File: src/rtl/tlb_fill_ctrl.sv
// tlb_fill_ctrl: shared I/D TLB refill controller with round-robin arbitration
//
// Fetches one PTE per miss through a single-outstanding memory port and writes
// the translation into the requesting TLB, or reports a page fault.
// Optional feature macro: TLB_FILL_STATS_EN adds saturating missCount/faultCount.
//
// Ports:
//   clk, rst                    clock (rising edge), async active-high reset
//   iMissReq/iMissVAddr         instruction TLB miss request and address
//   dMissReq/dMissVAddr         data TLB miss request and address
//   ptBase                      page-table base physical address
//   iMissAck/dMissAck/fault     completion pulse per side, fault qualifies ack
//   memReq/memAddr              PTE read request, held until memAck
//   memAck/memData              PTE read response (PPN in high bits, bit0 valid)
//   iTlbWrite/dTlbWrite         one-cycle TLB write strobes
//   tlbVAddr/tlbPAddr           translation presented during the write strobe
//   missCount/faultCount        (TLB_FILL_STATS_EN only) saturating counters
module tlb_fill_ctrl #(
    parameter int ARCH_BITS = 32,
    parameter int PAGE_BITS = 12,
    parameter int PTE_BYTES = 4
) (
    input  logic                 clk,
    input  logic                 rst,
    input  logic                 iMissReq,
    input  logic [ARCH_BITS-1:0] iMissVAddr,
    input  logic                 dMissReq,
    input  logic [ARCH_BITS-1:0] dMissVAddr,
    input  logic [ARCH_BITS-1:0] ptBase,
    output logic                 iMissAck,
    output logic                 dMissAck,
    output logic                 fault,
    output logic                 memReq,
    output logic [ARCH_BITS-1:0] memAddr,
    input  logic                 memAck,
    input  logic [ARCH_BITS-1:0] memData,
    output logic                 iTlbWrite,
    output logic                 dTlbWrite,
    output logic [ARCH_BITS-1:0] tlbVAddr,
    output logic [ARCH_BITS-1:0] tlbPAddr
`ifdef TLB_FILL_STATS_EN
    ,
    output logic [15:0]          missCount,
    output logic [15:0]          faultCount
`endif
);
    typedef enum logic [1:0] {IDLE, FETCH, FILL, DONE} state_t;
    state_t state, nextState;
    logic sideD, lastD, faultFlag, grant, grantD, unusedPteBits;
    logic [ARCH_BITS-PAGE_BITS-1:0] ppn;
    logic [ARCH_BITS-1:0] selAddr, pteAddr;
    assign grant = iMissReq | dMissReq;
    // On a tie, serve whichever side was not granted last.
    assign grantD = dMissReq & (~iMissReq | ~lastD);
    assign selAddr = grantD ? dMissVAddr : iMissVAddr;
    // Sum is truncated to ARCH_BITS, so table walks wrap around the address space.
    assign pteAddr = ptBase + (selAddr >> PAGE_BITS) * ARCH_BITS'(PTE_BYTES);
    assign tlbPAddr = {ppn, tlbVAddr[PAGE_BITS-1:0]};
    assign unusedPteBits = ^memData[PAGE_BITS-1:1];
    always_ff @(posedge clk or posedge rst) begin
        if (rst) state <= IDLE;
        else state <= nextState;
    end
    always_comb begin
        nextState = state;
        memReq = 1'b0;
        iTlbWrite = 1'b0;
        dTlbWrite = 1'b0;
        iMissAck = 1'b0;
        dMissAck = 1'b0;
        fault = 1'b0;
        case (state)
            IDLE: nextState = grant ? FETCH : IDLE;
            FETCH: begin
                memReq = 1'b1;
                nextState = !memAck ? FETCH : memData[0] ? FILL : DONE;
            end
            FILL: begin
                iTlbWrite = ~sideD;
                dTlbWrite = sideD;
                nextState = DONE;
            end
            default: begin
                iMissAck = ~sideD;
                dMissAck = sideD;
                fault = faultFlag;
                nextState = IDLE;
            end
        endcase
    end
    always_ff @(posedge clk or posedge rst) begin
        if (rst) begin
            sideD <= 1'b0;
            lastD <= 1'b1;
            faultFlag <= 1'b0;
            ppn <= '0;
            memAddr <= '0;
            tlbVAddr <= '0;
        end else if (state == IDLE && grant) begin
            sideD <= grantD;
            faultFlag <= 1'b0;
            memAddr <= pteAddr;
            tlbVAddr <= selAddr;
        end else if (state == FETCH && memAck) begin
            if (memData[0]) ppn <= memData[ARCH_BITS-1:PAGE_BITS];
            else faultFlag <= 1'b1;
        end else if (state == DONE) begin
            lastD <= sideD;
        end
    end
`ifdef TLB_FILL_STATS_EN
    always_ff @(posedge clk or posedge rst) begin
        if (rst) begin
            missCount <= '0;
            faultCount <= '0;
        end else begin
            if (state == IDLE && grant && missCount != 16'hFFFF) missCount <= missCount + 16'd1;
            if (state == DONE && faultFlag && faultCount != 16'hFFFF) faultCount <= faultCount + 16'd1;
        end
    end
`endif
endmodule

File: config.mk
export PLATFORM = sky130hd
export DESIGN_NAME = tlb_fill_ctrl
export DESIGN_NICKNAME = d
export VERILOG_FILES = /design/src/rtl/tlb_fill_ctrl.sv
export SDC_FILE = /design/constraint.sdc
export NUM_CORES = 1
export LEC_CHECK = 0
export ABC_AREA = 1
export CORE_MARGIN = 2
export CORE_UTILIZATION = 30
export DETAILED_ROUTE_END_ITERATION = 10
export GPL_TIMING_DRIVEN = 0
export PLACE_DENSITY_LB_ADDON = 0.2
export REMOVE_ABC_BUFFERS = 1
export SETUP_SLACK_MARGIN = 0.1
export SYNTH_ARGS = -nofsm -noshare
export SYNTH_HDL_FRONTEND = slang
export SYNTH_SLANG_ARGS = --single-unit
File: constraint.sdc
create_clock -name clk -period 3.1 [get_ports clk]
set_input_delay 0.62 -clock clk [delete_from_list [all_inputs] [get_ports clk]]
set_output_delay 0.62 -clock clk [all_outputs]
set_load 0.02 [all_outputs]
Word level (Yosys, flattened, before mapping):

Index checks and enable logic that the tools add are counted.
W data, S select, Z words.

* $add $sub $neg: 1
* equality and inequality tests: 4
* mux-type cells: 14
* bitwise logic cells: 8
* reductions and logical operators: 8

Operators with widths (count)
* $add A32 B22 Y32: 1
* $mux W32: 1
* $mux W1: 11
* $pmux W2 S3: 1
* $reduce_and A3 Y1: 2
* $not A1 Y1: 5
* $eq A2 B2 Y1 const B: 2
* $reduce_or A3 Y1: 1
* $eq A2 B1 Y1 const B: 1
* $logic_and A1 B1 Y1: 2
* $logic_not A2 Y1: 1
* $mux W2: 1
* $ne A2 B1 Y1 const B: 1
* $or A1 B1 Y1: 2
* $reduce_and A2 Y1: 1
* $reduce_bool A2 Y1: 1
* $and A1 B1 Y1: 1

* register bits after elaboration: 89
* input port bits: 133
* output and inout port bits: 102
* word-level logic and storage cells: 42

Depth between registers and ports, before layout:

* depth in word-level cells: 5
* mapped depth: 18
* mapped depth without buffers: 17

Least setup slack after synthesis:

Ideal clock, no wire load.

* path kind: input to register
* start point: input port iMissReq
* end point: register memAddr[16]
* arrival time: 2.458 ns
* data required time: 2.978 ns
* slack: 0.520 ns
* stages on the path: 16
* cells stage by stage: nand2_1 nand2_1 inv_1 buf_2 nand2_1 nand2_1 ha_1 fa_1 nand3_1 nand3_2 nand2_1 nand2_1 nand3_1 nand2_1 o21ai_0 o21ai_1

* word-level cells in the longest chain between the ends: 5
* elaborated cells between the ends (all ways): 7
* classes of those cells: add/sub: 1; mux: 1; bitwise: 4; reduce/logical: 1

Ends and longest elaborated chain
* start, declared: RTL line 25 `input logic iMissReq,`
* $not A1 Y1: RTL line 54 `assign grantD = dMissReq & (~iMissReq | ~lastD);`
* $or A1 B1 Y1: RTL line 54
* $and A1 B1 Y1: RTL line 54
* $mux W32: RTL line 55 `assign selAddr = grantD ? dMissVAddr : iMissVAddr;`
* net selAddr[12]: RTL line 51 `logic [ARCH_BITS-1:0] selAddr, pteAddr;`
* $add A32 B22 Y32: RTL line 57 `assign pteAddr = ptBase + (selAddr >> PAGE_BITS) * ARCH_BITS'(PTE_BYTES);`
* end signal, assigned: RTL line 102 `memAddr <= pteAddr;`
* end, declared: RTL line 34 `output logic [ARCH_BITS-1:0] memAddr,`

The timed path passes the listed nets, and every way through them passes these cells.
A chain may end at the register's enable or synchronous reset.

Final worst setup path:

* start point: input port dMissReq
* end point: register memAddr[27]

* word-level cells in the longest chain between the ends: 3
* elaborated cells between the ends (all ways): 5
* classes of those cells: add/sub: 1; mux: 1; bitwise: 2; reduce/logical: 1

Ends and longest elaborated chain
* start, declared: RTL line 27 `input logic dMissReq,`
* $and A1 B1 Y1: RTL line 54
* $mux W32: RTL line 55
* net selAddr[19]: RTL line 51
* $add A32 B22 Y32: RTL line 57

The timed path passes the listed nets, and every way through them passes these cells.

==> results.md <==
Clock tree:
- The number of buffers created by CTS is 9.
- The clock input transition at the sequential cells of the worst setup and hold paths is ~70 ps.
- The clock latency on the worst-skew pair is 360 ps.
- The deepest level of the CTS H-tree is 3.
- The TritonCTS sink count is 89.
- TritonCTS built the clock tree.
- The maximum clock insertion buffer count is 2.
- The number of buffers inserted for hold repair after clock tree synthesis is 0.
- CTS placed an instance of sky130_fd_sc_hd__clkbuf_16 at the clock tree root.

Final layout:
- Registers take between 2000 and 2500 µm².
- The final-stage net count is 1152.
- The multi-input combinational cells in the finished layout cover a total of 3270 µm².
- After routing the design area is 8860 µm².
- The final standard cell utilization of the core is between 40% and 50%.
- In the layout the commonest cells are sky130_fd_sc_hd__nand2_1 (275), sky130_fd_sc_hd__clkdlybuf4s50_1 (221), sky130_fd_sc_hd__dfrtp_1 (88).
- The antenna diode count is 0.
- The leading cell type in the layout, fill and taps excluded is sky130_fd_sc_hd__nand2_1.
- The total of fill cells in the finished design is 1985.
- The area growth from synthesis to layout is 51.8%.
- Of the cells placed in the final design, the portion with a size suffix greater than 1 is between 10% and 20%.
- Once layout is complete, the cells apart from fillers number around 1300.

Worst setup path:
- The logic depth of the worst register-to-register path is 15.
- In this run the worst path has a maximum fanout of 6.
- STA puts the critical path data arrival time at around 3000 ps.
- For the worst setup path, the data required time is around 3300 ps.
- The startpoint identified for the worst register-to-register timing path is lastD.
- The kind of launch point of the worst setup path is an input port.
- The most critical setup path has its startpoint at dMissReq.
- STA classifies the critical path endpoint as a flop.
- The critical path in this run is classified as in -> reg.

Yosys:
- Summing the sequential cell areas from Yosys gives a little under two fifths of the chip area.
- Synthesis handed over a netlist of 781 instances.
- The netlist area before placement is 5830 µm².
- By area the synthesized netlist is led by sky130_fd_sc_hd__dfrtp_1 (38%), sky130_fd_sc_hd__nand2_1 (18%), sky130_fd_sc_hd__mux2_4 (5.1%).
- The dominant cell type by area after synthesis is sky130_fd_sc_hd__dfrtp_1.
- The synthesis warning total is 0.
- The post-synthesis sequential element count is roughly 90.
- The average instance area after synthesis is 7.47 µm².
- The count of cell types in the netlist is 31.
- The share of the synthesized area in the top cell type is roughly 38%.

Timing:
- The number of hold violations in the final report was 0.
- The max-slew violation total from the final report is 0.
- The final-report setup violation count is 0.
- Derived from the worst setup path, the maximum achievable clock frequency is roughly 0.37 GHz.
- Counting I/O delays and the setup requirement, the final critical path takes 2740 ps.
- Setup repair after global routing left no endpoint under its margin.
- The final clock skew is roughly 13 ps.
- The final total negative setup slack is 0 ps.
- Headroom to the max-slew limit came out at about 30%.
- The post-route fraction of the period consumed by the critical path is roughly 90%.
- The worst hold margin is 473 ps.
- The worst-margin pin slew is between 1000 and 1500 ps.

Routing:
- The wire length per cell is about 15 µm.
- The initial DRC count is approximately 200.
- The routed wire length is about 19000 µm.
- The via count normalized by instance count is 4.46.
- The first detailed-routing pass ran for 4 iterations.
- The number of remaining DRC errors is 0.
- The via total after detailed routing is about 5600.
- The residual antenna-violating net count after detailed routing is 0.

Place:
- The instance count after placement with tap cells included is roughly 1200.
- The sum of net half-perimeters after detailed placement is between 10000 and 15000 µm.
- Once placement finished, the instance area stood at 8310 µm².
- The final RePlAce weighted congestion is between 0.8 and 0.9.
- Port buffering added approximately 220 buffers.

GRT:
- Global routing used 18.7% of the available tracks.
- Global routing finished with a remaining overflow of 0.
- The via count of the first global-routing pass is roughly 5700.
- The global-route wire length before repair is slightly below 30000 µm.
- The maximum number of pins on one net before global-route repair is 59.
- The number of antenna violations at the first check in global routing was 1.

Floorplan:
- The horizontal die dimension is 143 µm.
- The core region is 19300 µm².
- The floorplan has roughly 50 rows.
- The area enclosed by the die boundary is 20600 µm².
- The effective utilization at floorplan is a little under a third.
- In this run the vertical extent of the chip is approximately 140 µm.
- During I/O placement, the number of pins put on the boundary was roughly 240.

Run status:
- The run finished with clean final reports.

Power and ir drop:
- The power density normalized to cell area is 865 nW/µm².
- The leakage power total is ~4.2 nW.
- IR analysis of the VDD net gives a maximum drop of 0.293 mV.

Worst hold path:
- The startpoint identified for the worst hold timing path is memAddr[3].
- Counting instances, the worst hold path has a depth of 2.
- The min-delay analysis places its worst path in the category reg -> reg.

Job:
- The number of violations of the max-capacitance limit is 0.
## layer usage
| layer | track usage [%] | share of wire [%] | up-vias |
|---|---|---|---|
| met2 | 30.8 | 46 | 159 |
| li1 | - | - | 2902 |
| met4 | 6.40 | 2.1 | 2 |
| met3 | 4.13 | 6.3 | 26 |
| met5 | 0 | 0.068 | - |
| met1 | 24.2 | 46 | 2560 |
## critical path: stages
cell and delay (ps):
sky130_fd_sc_hd__dlygate4sd2_1 420, sky130_fd_sc_hd__nand2_8 100, sky130_fd_sc_hd__buf_4 180, sky130_fd_sc_hd__buf_4 160, sky130_fd_sc_hd__nand2_1 80, sky130_fd_sc_hd__nand2_1 60
sky130_fd_sc_hd__ha_1 360, sky130_fd_sc_hd__nand2_2 160, sky130_fd_sc_hd__inv_1 50, sky130_fd_sc_hd__nand2_1 60, sky130_fd_sc_hd__nand2_1 80, sky130_fd_sc_hd__inv_1 80
sky130_fd_sc_hd__nand3_2 150, sky130_fd_sc_hd__nand2_1 130, sky130_fd_sc_hd__nand4_1 80, sky130_fd_sc_hd__nand3_1 120, sky130_fd_sc_hd__nand2_1 60
## power by group
part / switching [W] / internal (W) / total (W)
clock: 0.000508 / 0.000593 / 0.00110
sequential: 0.000342 / 0.00175 / 0.00210
combinational: 0.00237 / 0.00210 / 0.00447
total: 0.00322 / 0.00445 / 0.00767
## flip-flops by register name (all words and copies together), names as in the netlist
name	flops
ppn	20
sideD	1
memAddr	32
lastD	1
state	2
faultFlag	1
tlbVAddr	32
## worst paths after layout
path                          endpoint  slack [ps]
max in group asynchronous        lastD        1790
min                         memAddr[3]         470
max reg2reg                memAddr[31]         440
max                        memAddr[27]         360
min in group asynchronous  tlbVAddr[4]         650
min reg2reg                 memAddr[3]         470
## area by class of cell
cell class	instances	area share [%]
Inverter	83	3.59
Multi-Input combinational cell	576	36.9
Clock buffer	11	2.85
Tap cell	265	3.74
Sequential cell	89	25.2
Timing Repair inverter	1	0.0847
Timing Repair Buffer	236	27.2
Clock inverter	5	0.438
## repair_timing
action                                  in CTS  in global routing
cloned                                       2                  0
hold endpoints to repair                     0                  0
setup buffers                                9                  0
resized for setup                            7                 37
endpoints found under the setup margin      30                 24
pin swaps                                    1                  1
## through the flow
| step | power, W | setup slack, ps |
|---|---|---|
| final | 0.00767 | 362 |
| after global routing | 0.00822 | 193 |
| after CTS | 0.00771 | 114 |
| after detailed placement | 0.00650 | -1610 |
| after global placement | 0.00638 | -4050 |
| after floorplan | 0.00442 | -887 |
## cell families (layout without fill, tap and decap cells)
logic type	count (synthesis)	after routing	share of synthesized area [%]
compound gates	84	84	7.70
xor+xnor	13	13	1.95
fa+ha+maj	23	23	5.06
buf+inv	117	336	8.99
flops	89	89	38.2
mux	20	20	5.15
simple gates	435	436	33.0
## cell usage after synthesis
cell type and count:
sky130_fd_sc_hd__nand3b_4 2, sky130_fd_sc_hd__clkbuf_1 8, sky130_fd_sc_hd__nand2_1 281, sky130_fd_sc_hd__a31oi_1 20
sky130_fd_sc_hd__fa_1 1, sky130_fd_sc_hd__mux2_4 20, sky130_fd_sc_hd__nor2_1 61, sky130_fd_sc_hd__o21ai_2 1
sky130_fd_sc_hd__nand4_1 4, sky130_fd_sc_hd__o21ai_1 11, sky130_fd_sc_hd__dfstp_2 1, sky130_fd_sc_hd__a21oi_1 17
sky130_fd_sc_hd__inv_2 5, sky130_fd_sc_hd__nor2_2 7, sky130_fd_sc_hd__nand2_2 16, sky130_fd_sc_hd__nand3_1 40
sky130_fd_sc_hd__buf_6 2, sky130_fd_sc_hd__and2_1 2, sky130_fd_sc_hd__o21ai_0 35, sky130_fd_sc_hd__xnor2_1 13
sky130_fd_sc_hd__buf_2 8, sky130_fd_sc_hd__buf_4 16, sky130_fd_sc_hd__nor3_2 7, sky130_fd_sc_hd__dfrtp_1 88
sky130_fd_sc_hd__inv_1 78, sky130_fd_sc_hd__ha_1 22, sky130_fd_sc_hd__nand3_2 5, sky130_fd_sc_hd__nand3b_1 2
sky130_fd_sc_hd__nor2_4 5, sky130_fd_sc_hd__nor3_1 2, sky130_fd_sc_hd__nor3_4 1
Note: power is estimated with default switching activity, not from simulation.
